==> config.mk <==
export PLATFORM = sky130hd
export DESIGN_NAME = instruction_cache
export DESIGN_NICKNAME = d
export VERILOG_FILES = /design/src/rtl/instruction_cache.sv
export SDC_FILE = /design/constraint.sdc
export NUM_CORES = 1
export LEC_CHECK = 0
export BUFFER_PORTS_ARGS = -buffer_cell sky130_fd_sc_hd__buf_2
export CAP_MARGIN = 25
export CORE_UTILIZATION = 59
export CTS_CLUSTER_SIZE = 24
export DETAILED_ROUTE_END_ITERATION = 7
export GPL_TIMING_DRIVEN = 0
export HOLD_SLACK_MARGIN = 0.12
export PLACE_DENSITY_LB_ADDON = 0.12
export RECOVER_POWER = 25
export SLEW_MARGIN = 20
export SYNTH_ARGS = -nofsm -noshare
export SYNTH_HDL_FRONTEND = slang
export SYNTH_SLANG_ARGS = --single-unit
==> constraint.sdc <==
create_clock -name clk -period 37.4 [get_ports clk]
set_input_delay 1.87 -clock clk [delete_from_list [all_inputs] [get_ports clk]]
set_output_delay 1.87 -clock clk [all_outputs]
set_load 0.03 [all_outputs]
==> src/rtl/instruction_cache.sv <==
`default_nettype none
// ============================================================================
// Module      : instruction_cache
// Description : Read-only, direct-mapped L1 instruction cache sitting between
//               the core fetch port and a 128-bit instruction memory.
//               Hits return the addressed word in the request cycle with no
//               stall. A miss stalls the core, fetches one 4-word block,
//               fills the indexed line, and the request then replays as a hit.
//
// Ports
//   clk, rst_n    clock (rising edge), asynchronous active-low reset
//   proc_read     core fetch request
//   proc_write    core write request, ignored (instruction side is read-only)
//   proc_addr     30-bit word address: [1:0] word, [INDEX_W+1:2] index, rest tag
//   proc_wdata    unused
//   proc_stall    request cannot be served this cycle
//   proc_rdata    addressed instruction word, 0 when proc_read is low
//   mem_read      block read request, held until mem_ready
//   mem_write     tied 0
//   mem_addr      block address latched at the miss
//   mem_wdata     tied 0
//   mem_rdata     block data, word0 in [31:0]
//   mem_ready     single-cycle pulse, mem_rdata valid in that cycle
//
// Revision    : 1.0 - initial release
// ============================================================================
module instruction_cache #(
    parameter int INDEX_W = 3,
    parameter int TAG_W   = 25
) (
    input  logic         clk,
    input  logic         rst_n,
    input  logic         proc_read,
    input  logic         proc_write,
    input  logic [29:0]  proc_addr,
    input  logic [31:0]  proc_wdata,
    output logic         proc_stall,
    output logic [31:0]  proc_rdata,
    output logic         mem_read,
    output logic         mem_write,
    output logic [27:0]  mem_addr,
    output logic [127:0] mem_wdata,
    input  logic [127:0] mem_rdata,
    input  logic         mem_ready
);

    localparam int c_LINES = 2 ** INDEX_W;

    typedef enum logic [0:0] {
        S_IDLE  = 1'b0,
        S_ALLOC = 1'b1
    } state_t;

    // ------------------------------------------------------------------------
    // Storage: valid bits are reset, tags and data are not (valid gates them).
    // ------------------------------------------------------------------------
    logic [c_LINES-1:0]     r_valid;
    logic [TAG_W-1:0]       r_tag  [c_LINES];
    logic [3:0][31:0]       r_data [c_LINES];

    state_t                 r_state;
    logic                   r_mem_read;
    logic [27:0]            r_mem_addr;

    // ------------------------------------------------------------------------
    // Address decode of the live request
    // ------------------------------------------------------------------------
    logic [1:0]             w_offset;
    logic [INDEX_W-1:0]     w_index;
    logic [TAG_W-1:0]       w_tag;
    logic                   w_hit;
    logic                   w_miss;

    assign w_offset = proc_addr[1:0];
    assign w_index  = proc_addr[INDEX_W+1:2];
    assign w_tag    = proc_addr[29:INDEX_W+2];

    assign w_hit  = proc_read && r_valid[w_index] && (r_tag[w_index] == w_tag)
                 && (r_state == S_IDLE);
    assign w_miss = proc_read && !w_hit && (r_state == S_IDLE);

    // ------------------------------------------------------------------------
    // Fill path: always addressed by the latched block address so that a core
    // which changed proc_addr mid-miss cannot corrupt a different line.
    // ------------------------------------------------------------------------
    logic                   w_fill;
    logic [INDEX_W-1:0]     w_fill_index;
    logic [TAG_W-1:0]       w_fill_tag;

    assign w_fill       = (r_state == S_ALLOC) && mem_ready;
    assign w_fill_index = r_mem_addr[INDEX_W-1:0];
    assign w_fill_tag   = r_mem_addr[27:INDEX_W];

    // ------------------------------------------------------------------------
    // Miss-handling FSM with registered memory request
    // ------------------------------------------------------------------------
    always_ff @(posedge clk or negedge rst_n) begin
        if (!rst_n) begin
            r_state    <= S_IDLE;
            r_mem_read <= 1'b0;
            r_mem_addr <= '0;
        end else begin
            case (r_state)
                S_IDLE: begin
                    if (w_miss) begin
                        r_state    <= S_ALLOC;
                        r_mem_read <= 1'b1;
                        r_mem_addr <= proc_addr[29:2];
                    end
                end
                S_ALLOC: begin
                    if (mem_ready) begin
                        r_state    <= S_IDLE;
                        r_mem_read <= 1'b0;
                    end
                end
                default: begin
                    r_state    <= S_IDLE;
                    r_mem_read <= 1'b0;
                end
            endcase
        end
    end

    // Valid bits: a response arriving in IDLE (e.g. after a reset that
    // aborted a fill) never reaches here because w_fill requires ALLOC.
    always_ff @(posedge clk or negedge rst_n) begin
        if (!rst_n) begin
            r_valid <= '0;
        end else if (w_fill) begin
            r_valid[w_fill_index] <= 1'b1;
        end
    end

    always_ff @(posedge clk) begin
        if (w_fill) begin
            r_tag[w_fill_index]  <= w_fill_tag;
            r_data[w_fill_index] <= mem_rdata;
        end
    end

    // ------------------------------------------------------------------------
    // Outputs
    // ------------------------------------------------------------------------
    assign proc_stall = w_miss || (r_state == S_ALLOC);
    assign proc_rdata = proc_read ? r_data[w_index][w_offset] : 32'd0;

    assign mem_read   = r_mem_read;
    assign mem_addr   = r_mem_addr;
    assign mem_write  = 1'b0;
    assign mem_wdata  = '0;

    // Write-side inputs are intentionally unconnected to any logic.
    logic w_unused;
    assign w_unused = &{1'b0, proc_write, proc_wdata};

endmodule
`default_nettype wire

* Word-level counts from Yosys, hierarchy flattened
Memory sizes are Yosys's and may differ from the RTL's.
Index checks and enable logic that the tools add are counted.
** Storage, ports and cells
- Register bits :: 38
- RAM bits :: 1224
- Input port bits :: 195
- Output and inout bits :: 191
- Word-level logic and storage cells :: 41
- Memories kept :: 2
** Memory list
- r_data :: depth 8, width 128, rd ports 1, clocked after memory_dff 0, wr ports 1, line 59 : logic [3:0][31:0] r_data [c_LINES];
- r_tag :: depth 8, width 25, rd ports 1, clocked after memory_dff 0, wr ports 1, line 58 : logic [TAG_W-1:0] r_tag [c_LINES];
** Operators by class
- Magnitude comparators :: 4
- Equality and inequality tests :: 3
- Muxes and demuxes :: 15
- Bitwise operators :: 2
- Reductions and logical operators :: 11
** Operators with widths (count)
- 32-bit binary-select mux with 2-bit select :: 1
- 32-bit 2-to-1 mux :: 2
- 25-bit == test :: 1
- 3-bit by 4-bit less-than comparator with 1-bit output, second input constant :: 2
- 1-bit 2-to-1 mux :: 8
- 8-bit OR :: 1
- 1-bit logical AND :: 7
- 2-bit inequality test, second input constant :: 2
- 1-bit one-hot mux with 2 select lines :: 2
- 2-bit AND reduction :: 2
- 1-bit binary-select mux with 3-bit select :: 1
- 1-bit demux with 3-bit select :: 1
- 3-bit by 1-bit >= comparator with 1-bit output, second input constant :: 1
- 2-bit by 3-bit less-than comparator with 1-bit output, second input constant :: 1
- 1-bit zero test :: 1
- 1-bit logical OR :: 1
- 1-bit NOT :: 1

* Depth between registers and ports, before layout
Gate-level depths: netlist (run 1).
- Depth after elaboration :: 10
- Gate-level depth with buffers :: 12
- Gate-level depth less buffers :: 8

* Least setup slack after synthesis (run 1)
No wires, ideal clock.
- Kind :: in2reg
- Start :: in mem_ready
- End :: reg r_valid[0]
- Library setup time :: 131 ps
- Data arrival time :: 13521 ps
- Data required time :: 37269 ps
- Setup slack :: 23747 ps
- Stages on the path :: 4
- Path buffers :: 0
- Cell sequence :: nand2_1 > or2_2 > nor3_1 > or2_2
** Between the ends
- Cells in the longest elaborated chain, start to end :: 1
** RTL lines
- from (decl) :: line 44 : input logic mem_ready
- 1-bit logical AND :: line 90 : assign w_fill = (r_state == S_ALLOC) && mem_ready;
- to (signal assigned) :: line 129 : r_valid <= '0;
- to (signal, indexed assignment) :: line 131 : r_valid[w_fill_index] <= 1'b1;
- to (decl) :: line 57 : logic [c_LINES-1:0] r_valid;
No other way between the ends.
A chain may end at the register's enable or synchronous reset.

* Worst setup path after layout (run 1)
- Start :: in proc_addr[3]
- End :: out proc_rdata[21]
** Between the ends
- Cells in the longest elaborated chain, start to end :: 4
** RTL lines
- from (decl) :: line 35 : input logic [29:0] proc_addr,
- memory read 8 x 128 bit
- 32-bit binary-select mux with 2-bit select :: line 146 : assign proc_rdata = proc_read ? r_data[w_index][w_offset] : 32'd0;
- 32-bit 2-to-1 mux (not written as such) :: line 146
- 32-bit 2-to-1 mux :: line 146
- to (decl) :: line 38 : output logic [31:0] proc_rdata,
No other way between the ends. The select of a mux whose other input is x is not followed.

==> key figures, run 1 <==
Outcome
  • Outcome: complete, no violations

Worst setup path
  • Critical Path Max Stage Delay: 730 ps
  • Crit path max-delay family: buffers and inverters
  • CP bufs+invs: 6
  • WS Path Type: in2out
  • Critical Path Fanout Max: 10
  • CP Launch Type: primary input
  • Critical-path cell list: buf_6 > buf_6 > buf_4 > clkbuf_1 > clkbuf_1 > mux4_2 > mux4_2 > mux2i_1 > nor2b_1 > buf_2
  • Element type at the critical path end: output pin
  • Critical-path cell with the highest stage delay: clkbuf_1
  • Worst Path Arrival: 5830 ps
  • Worst path required time: 35,530 ps

Synth
  • Most used DFF post-synth: edfxtp_1
  • EDFF count, synth: 1,224
  • Post-Synthesis Cells: 2,114
  • Share of the synthesized area in the top cell type: 74.4%
  • Ranking of synthesized cells by area: edfxtp_1 (74%), mux4_2 (16%), buf_4 (2.1%)
  • Yosys warnings: 0
  • Register bit total from synthesis: 1,262
  • Avg Cell Area, Syn: 23.4 sq um
  • Asr flop ratio synth: 3.01%
  • Yosys cell types: 43
  • Synthesized area: 0.0494 sq mm
  • Sequential cell area fraction in the yosys report: 76.3%
  • Synth area leader: edfxtp_1

Pwr
  • Pleak: 19.8 nW
  • PD cells: approximately 55 mW/mm^2
  • VDD IR max: 49.5 uV

Layout
  • Commonest non-fill, non-tap cell in the layout: edfxtp_1
  • Layout area overhead: 17.8%
  • Most frequent cells in the layout: edfxtp_1 (1,224), mux4_2 (343), buf_2 (187)
  • Nets: 2,895
  • Share of cells above drive strength 1: 36.6%

STA
  • Final setup vio count: 0
  • RSZ-0062 raised after global routing: no
  • Fmax: 130 MHz
  • Fin crit period: 7700 ps
  • Slew HR: 27.2%
  • WHS: approximately 460 ps
  • Worst Clk Skew: between 10 and 15 ps
  • Period utilization: between 20 and 25%
  • Hold Vio Cnt, Final: 0
  • Worst-Margin Slew: between 1000 and 1500 ps
  • Max Slew Vio Count: 0
  • Setup TNS: 0 ps
  • Setup ws final: 29,700 ps

Detailed routing
  • Max layer used: met5
  • WL met1: 43,700 um
  • Met3 WL: 9350 um
  • Number of vias per cell: 6.08
  • Initial DRC count: 2,344
  • Detailed Routing Iterations Pass 1: 5
  • Residual DRC: 0
  • Drt wl/cell: 29.4 um
  • Met2 routed WL: 58,000 um
  • Vias: 23,566
  • Detail Route Antenna Nets: 0
  • Routed Wire Length: 114,000 um

Placement
  • HPWL Detailed: 75,700 um
  • RePlAce Congestion: 0.765
  • Dpl ws: 29,870 ps
  • PortBufs: 220

Clock tree
  • Longest Clk Path Bufs: 3
  • # clock sinks: 1,262
  • Skew-Pair Late Insertion Delay: 710 ps
  • Total CTS buffers: 130
  • Post-CTS Setup Inserts: 0
  • Post-CTS sizing: 0
  • Clock root buffer: clkbuf_16
  • # H-tree levels: 4
  • CTS tree: yes
  • Reg clk slew, reported paths: 60 ps
  • Post-CTS Hold Buffers: 0

Worst hold path
  • Hold Path Class: reg2reg

Flow run
  • Maxcap violations: 0

Floorplan
  • DIE AREA: 0.0849 sq mm
  • Die Wd: 291 um
  • I/O pin count: just under 400
  • Starting Density: around 60%
  • Core area: 0.0825 sq mm
  • Die height: a little under 300 um
  • # rows: 105

GRT
  • First-pass GRT wire length: 165,000 um
  • GRT Residual Overflow: 0
  • Initial antenna violation count: 29
  • GR Util All Layers: 27.5%
  • Largest net degree at the start of global routing: 39
  • Vias in the first global route: ~24,000
[stage by stage]
| stage | cells | instance area [sq um] | utilization [%] | total power [W] |
|---|---|---|---|---|
| 6_report | 3879 | 58200 | 70.5 | 0.00319 |
| 5_1_grt | 3875 | 58200 | 70.5 | 0.00328 |
| 4_1_cts | 3869 | 58300 | 70.6 | 0.00321 |
| 3_5_place_dp | 3638 | 54100 | 65.6 | 0.00198 |
| 3_3_place_gp | 3532 | 52300 | 63.4 | 0.00198 |
| 2_1_floorplan | 2242 | 49900 | - | 0.00187 |
[layout make-up]
cell class	count	area, sq um
Inverter	1	3.75
Clock buffer	162	3410
Clock inverter	69	707
Sequential cell	1262	37700
Tap cell	1070	1340
Fill cell	4972	24300
Buffer	228	1530
Multi-Input combinational cell	751	10700
Timing Repair Buffer	326	2770
Antenna cell	10	25.0
[cells by family (layout without fill, tap and decap cells)]
kind of cell / after synthesis / in the layout / share of synthesized area [%]
and+or+nand+nor: 90 / 90 / 1.14
DFF: 1262 / 1262 / 76.3
muxes: 474 / 474 / 18.6
other: 1 / 139 / 0.00759
xor gates and xnor gates: 16 / 16 / 0.284
buffers and inverters: 229 / 786 / 3.11
AOI/OAI and AO/OA: 42 / 42 / 0.570
[worst reg2reg max path, cell delays in order (launching register included)]
cell	delay [ps]
edfxtp_1	370
mux4_2	470
mux2i_1	210
xor2_1	220
o2111ai_1	220
nor4_2	280
nand4_2	270
nand3_4	230
buf_12	200
mux2_4	330
[worst paths after layout]
| kind | startpoint | cells after the start | slack (ps) | to |
|---|---|---|---|---|
| min in group asynchronous | rst_n | 1 | 1150 | mem_addr[9] |
| worst max register to register | r_tag[7][1] | 9 | 34480 | mem_addr[10] |
| worst min register to register | r_valid[2] | 1 | 460 | r_valid[2] |
| worst min-delay path | r_valid[2] | 1 | 460 | r_valid[2] |
| max in group asynchronous | rst_n | 1 | 35820 | r_valid[7] |
| worst max-delay path | proc_addr[3] | 10 | 29700 | proc_rdata[21] |
[cells in the mapped netlist (all sizes together) (4+ instances only)]
cell type,n
a22oi,10
clkbuf,34
nor2b,36
nor2,9
o21ai,7
xnor2,5
a22o,4
xor2,11
mux2,37
nand2,8
or2,10
a21oi,5
o22ai,11
mux2i,94
mux4,343
and3,5
nor4,4
dfrtp,38
nand2b,4
edfxtp,1224
nor3,6
buf,194
[sequential cells by signal, summed over array words and instances, names as in the netlist]
name      count
mem_addr     28
r_state       1
r_data     1024
r_valid       8
r_tag       200
mem_read      1
[layer usage]
metal  global-route usage (%)  vias up
li1                         -     9856
met1                     36.8    12455
met2                     44.9      996
met3                     6.64      223
met4                     8.95       36
met5                        0        -
[power breakdown]
| group | total, W | switching [W] | internal (W) |
|---|---|---|---|
| registers | 0.00166 | 0.0000292 | 0.00163 |
| clock network | 0.00125 | 0.000535 | 0.000712 |
| logic | 0.000293 | 0.000174 | 0.000119 |
| total | 0.00319 | 0.000738 | 0.00246 |
No activity file was read; power rests on OpenSTA's default activity.
==> run 2, diff against run 1 <==
ABC_AREA = 1   (was default)
CORE_UTILIZATION = 54   (was 59)
clock period = 6.9 ns   (was 37.4 ns; I/O delays follow)
==> key figures, run 2 <==
Outcome
  • Outcome: complete, no violations

Clock tree
  • Post-CTS Hold Buffers: 155
  • Post-CTS sizing: 0
  • Clock root buffer: clkbuf_16
  • Skew-Pair Late Insertion Delay: 740 ps
  • # H-tree levels: 4
  • Total CTS buffers: 130
  • CTS tree: yes
  • # clock sinks: between 1,000 and 1,500
  • Reg clk slew, reported paths: around 60 ps
  • Longest Clk Path Bufs: 3
  • Post-CTS Setup Inserts: 0

GRT
  • Largest net degree at the start of global routing: 39
  • GR met3 Demand/Resource: about 5.9%
  • GR Util All Layers: 32.3%
  • Met1 usage: 44.3%
  • Met2 global-route usage: 51.4%
  • Vias in the first global route: 33,527
  • GRT Residual Overflow: 0
  • Initial antenna violation count: 14
  • First-pass GRT wire length: 222,000 um
  • Layer with the highest usage: met2

Worst setup path
  • Worst path required time: roughly 6600 ps
  • R2r worst-path depth: 7
  • CP Launch Type: primary input
  • Critical Path Fanout Max: 10
  • WS Path Type: in2out
  • Reg-to-reg slack, setup: 4000 ps
  • Worst Path Arrival: around 3900 ps
  • Element type at the critical path end: output pin

Pwr
  • Internal Pwr Total: 0.0132 W
  • Sw Pwr: ~0.0043 W
  • PD cells: 285 mW/mm^2
  • Flop pwr share: between 50% and 60%
  • Switch share: 24.4%
  • VDD IR max: 239 uV
  • Clock power frac: 38.9%
  • Logic pwr share: 10.0%
  • Pleak: 21.6 nW

Floorplan
  • # rows: 112
  • I/O pin count: 386
  • Starting Density: 54.6%
  • Die Wd: 309 um
  • Die height: approximately 300 um
  • Core area: 0.0933 sq mm
  • DIE AREA: 0.0956 sq mm

Detailed routing
  • Detail Route Antenna Nets: 0
  • Residual DRC: 0
  • Vias: ~36,000
  • Initial DRC count: 4,875
  • Number of vias per cell: 5.93
  • Routed Wire Length: between 150,000 and 200,000 um
  • Drt wl/cell: 25.7 um
  • Detailed Routing Iterations Pass 1: 6

Synth
  • Synth cell count leaders: edfxtp_1 (1,224), nor2_1 (692), o21ai_0 (577)
  • Asr flop ratio synth: 3.01%
  • Sequential cell area fraction in the yosys report: 74.0%
  • Most used DFF post-synth: edfxtp_1
  • Avg Cell Area, Syn: ~13 sq um
  • Yosys cell types: 24
  • EDFF count, synth: between 1,000 and 1,500
  • Top-count cell post-synth: edfxtp_1
  • Register bit total from synthesis: ~1,300
  • Share of the synthesized area in the top cell type: 72.2%
  • Synthesized area: 0.0509 sq mm
  • Ranking of synthesized cells by area: edfxtp_1 (72%), o21ai_0 (5.7%), nor2_1 (5.1%)
  • Yosys warnings: 0
  • Synth area leader: edfxtp_1
  • Post-Synthesis Cells: 3,981

STA
  • Period utilization: 60.9%
  • RSZ-0062 raised after global routing: no
  • Slew HR: about 28%
  • Final setup vio count: 0
  • Worst-Margin Slew: 1080 ps
  • Fmax: 238 MHz
  • Hold Vio Cnt, Final: 0
  • Worst Clk Skew: approximately 25 ps
  • Fin crit period: 4200 ps
  • Max Slew Vio Count: 0
  • Setup TNS: 0 ps

Placement
  • PortBufs: approximately 220
  • RePlAce Congestion: 0.875
  • Placement-stage cell area: 0.0558 sq mm
  • HPWL Detailed: 104,000 um

Layout
  • Commonest non-fill, non-tap cell in the layout: edfxtp_1
  • Final-layout fill cell count: 6,921
  • Largest register by flop count: r_data
  • Most frequent cells in the layout: edfxtp_1 (1,224), nor2_1 (684), o21ai_0 (577)
  • Share of cells above drive strength 1: around an eighth
  • Final Cell Area: 0.0613 sq mm
  • Nets: ~5,000
  • Max reg flops: approximately 1,000
  • Layout area overhead: 20.3%

Worst hold path
  • Hold Path Class: in2async

Flow run
  • Maxcap violations: 0
run 2: changes by cell type after synthesis, moves of 55 or more:
cell	before	now
nor2_1	9	692
o21ai_0	4	577
mux4_2	343	0
nand2_1	8	349
nand3_1	1	208
o221ai_1	0	190
clkbuf_1	34	169
inv_1	1	115
mux2i_1	94	0
o22ai_1	11	66
run 2: cell type report:
| cell class | instances | area [sq um] | share of cell area (%) |
|---|---|---|---|
| multi-input combinational | 2324 | 11200 | 18.2 |
| clock inverter | 61 | 584 | 0.953 |
| antenna | 3 | 7.51 | 0.0123 |
| clock buffer | 164 | 3490 | 5.69 |
| tap | 1254 | 1570 | 2.56 |
| sequential | 1262 | 37700 | 61.5 |
| timing repair buffer | 443 | 4160 | 6.79 |
| buffer | 405 | 2170 | 3.54 |
| inverter | 118 | 445 | 0.727 |
run 2: logic make-up (layout without fill, tap and decap cells):
| logic type | after synthesis | after routing | synth area share (%) |
|---|---|---|---|
| AO/OA/AOI/OAI | 899 | 899 | 10.5 |
| buffers and inverters | 523 | 1191 | 5.13 |
| flip-flops | 1262 | 1262 | 74.0 |
| other | 1 | 132 | 0.00736 |
| AND/OR/NAND/NOR | 1296 | 1296 | 10.3 |
run 2: worst paths after layout:
check | start | to
max reg2reg | mem_addr[0] | r_data[4][15]
max in group asynchronous | rst_n | mem_addr[11]
min in group clk | mem_ready | r_state
max | proc_addr[4] | proc_rdata[12]
min | rst_n | mem_addr[16]
min reg2reg | r_valid[3] | r_valid[3]
run 2: critical path, cell delays in order:
cell,delay (ps)
buf_2,160
inv_1,230
buf_2,460
clkbuf_1,720
clkbuf_1,610
o221ai_1,370
nand3_1,180
nand3_1,160
nand2_1,300
a21oi_1,90
buf_2,190
run 2: metal layers:
metal  up-vias  share of wire (%)
met3       317                 11
met5         -              0.079
met2      2228                 48
li1      15789                  -
met1     17439                 38
met4        20                3.6
run 2: power by group through the flow:
| stage | registers (W) | clock network, W | logic (W) |
|---|---|---|---|
| detailed placement | 0.00906 | 0 | 0.00164 |
| floorplan | 0.00915 | 0 | 0.000827 |
| finish | 0.00891 | 0.00679 | 0.00174 |
| global route | 0.00893 | 0.00710 | 0.00185 |
| global placement | 0.00919 | 0 | 0.00151 |
| CTS | 0.00890 | 0.00682 | 0.00172 |
run 2: metrics by stage:
step	setup slack (ps)	util [%]	cells	hold slack, ps	total power [W]
finish	2700	65.7	6034	294	0.0174
global route	2750	65.7	6033	360	0.0179
CTS	2860	65.8	6031	296	0.0174
detailed placement	2860	59.7	5651	447	0.0107
global placement	-7790	57.9	5580	444	0.0107
floorplan	-1210	-	4109	49.4	0.00998
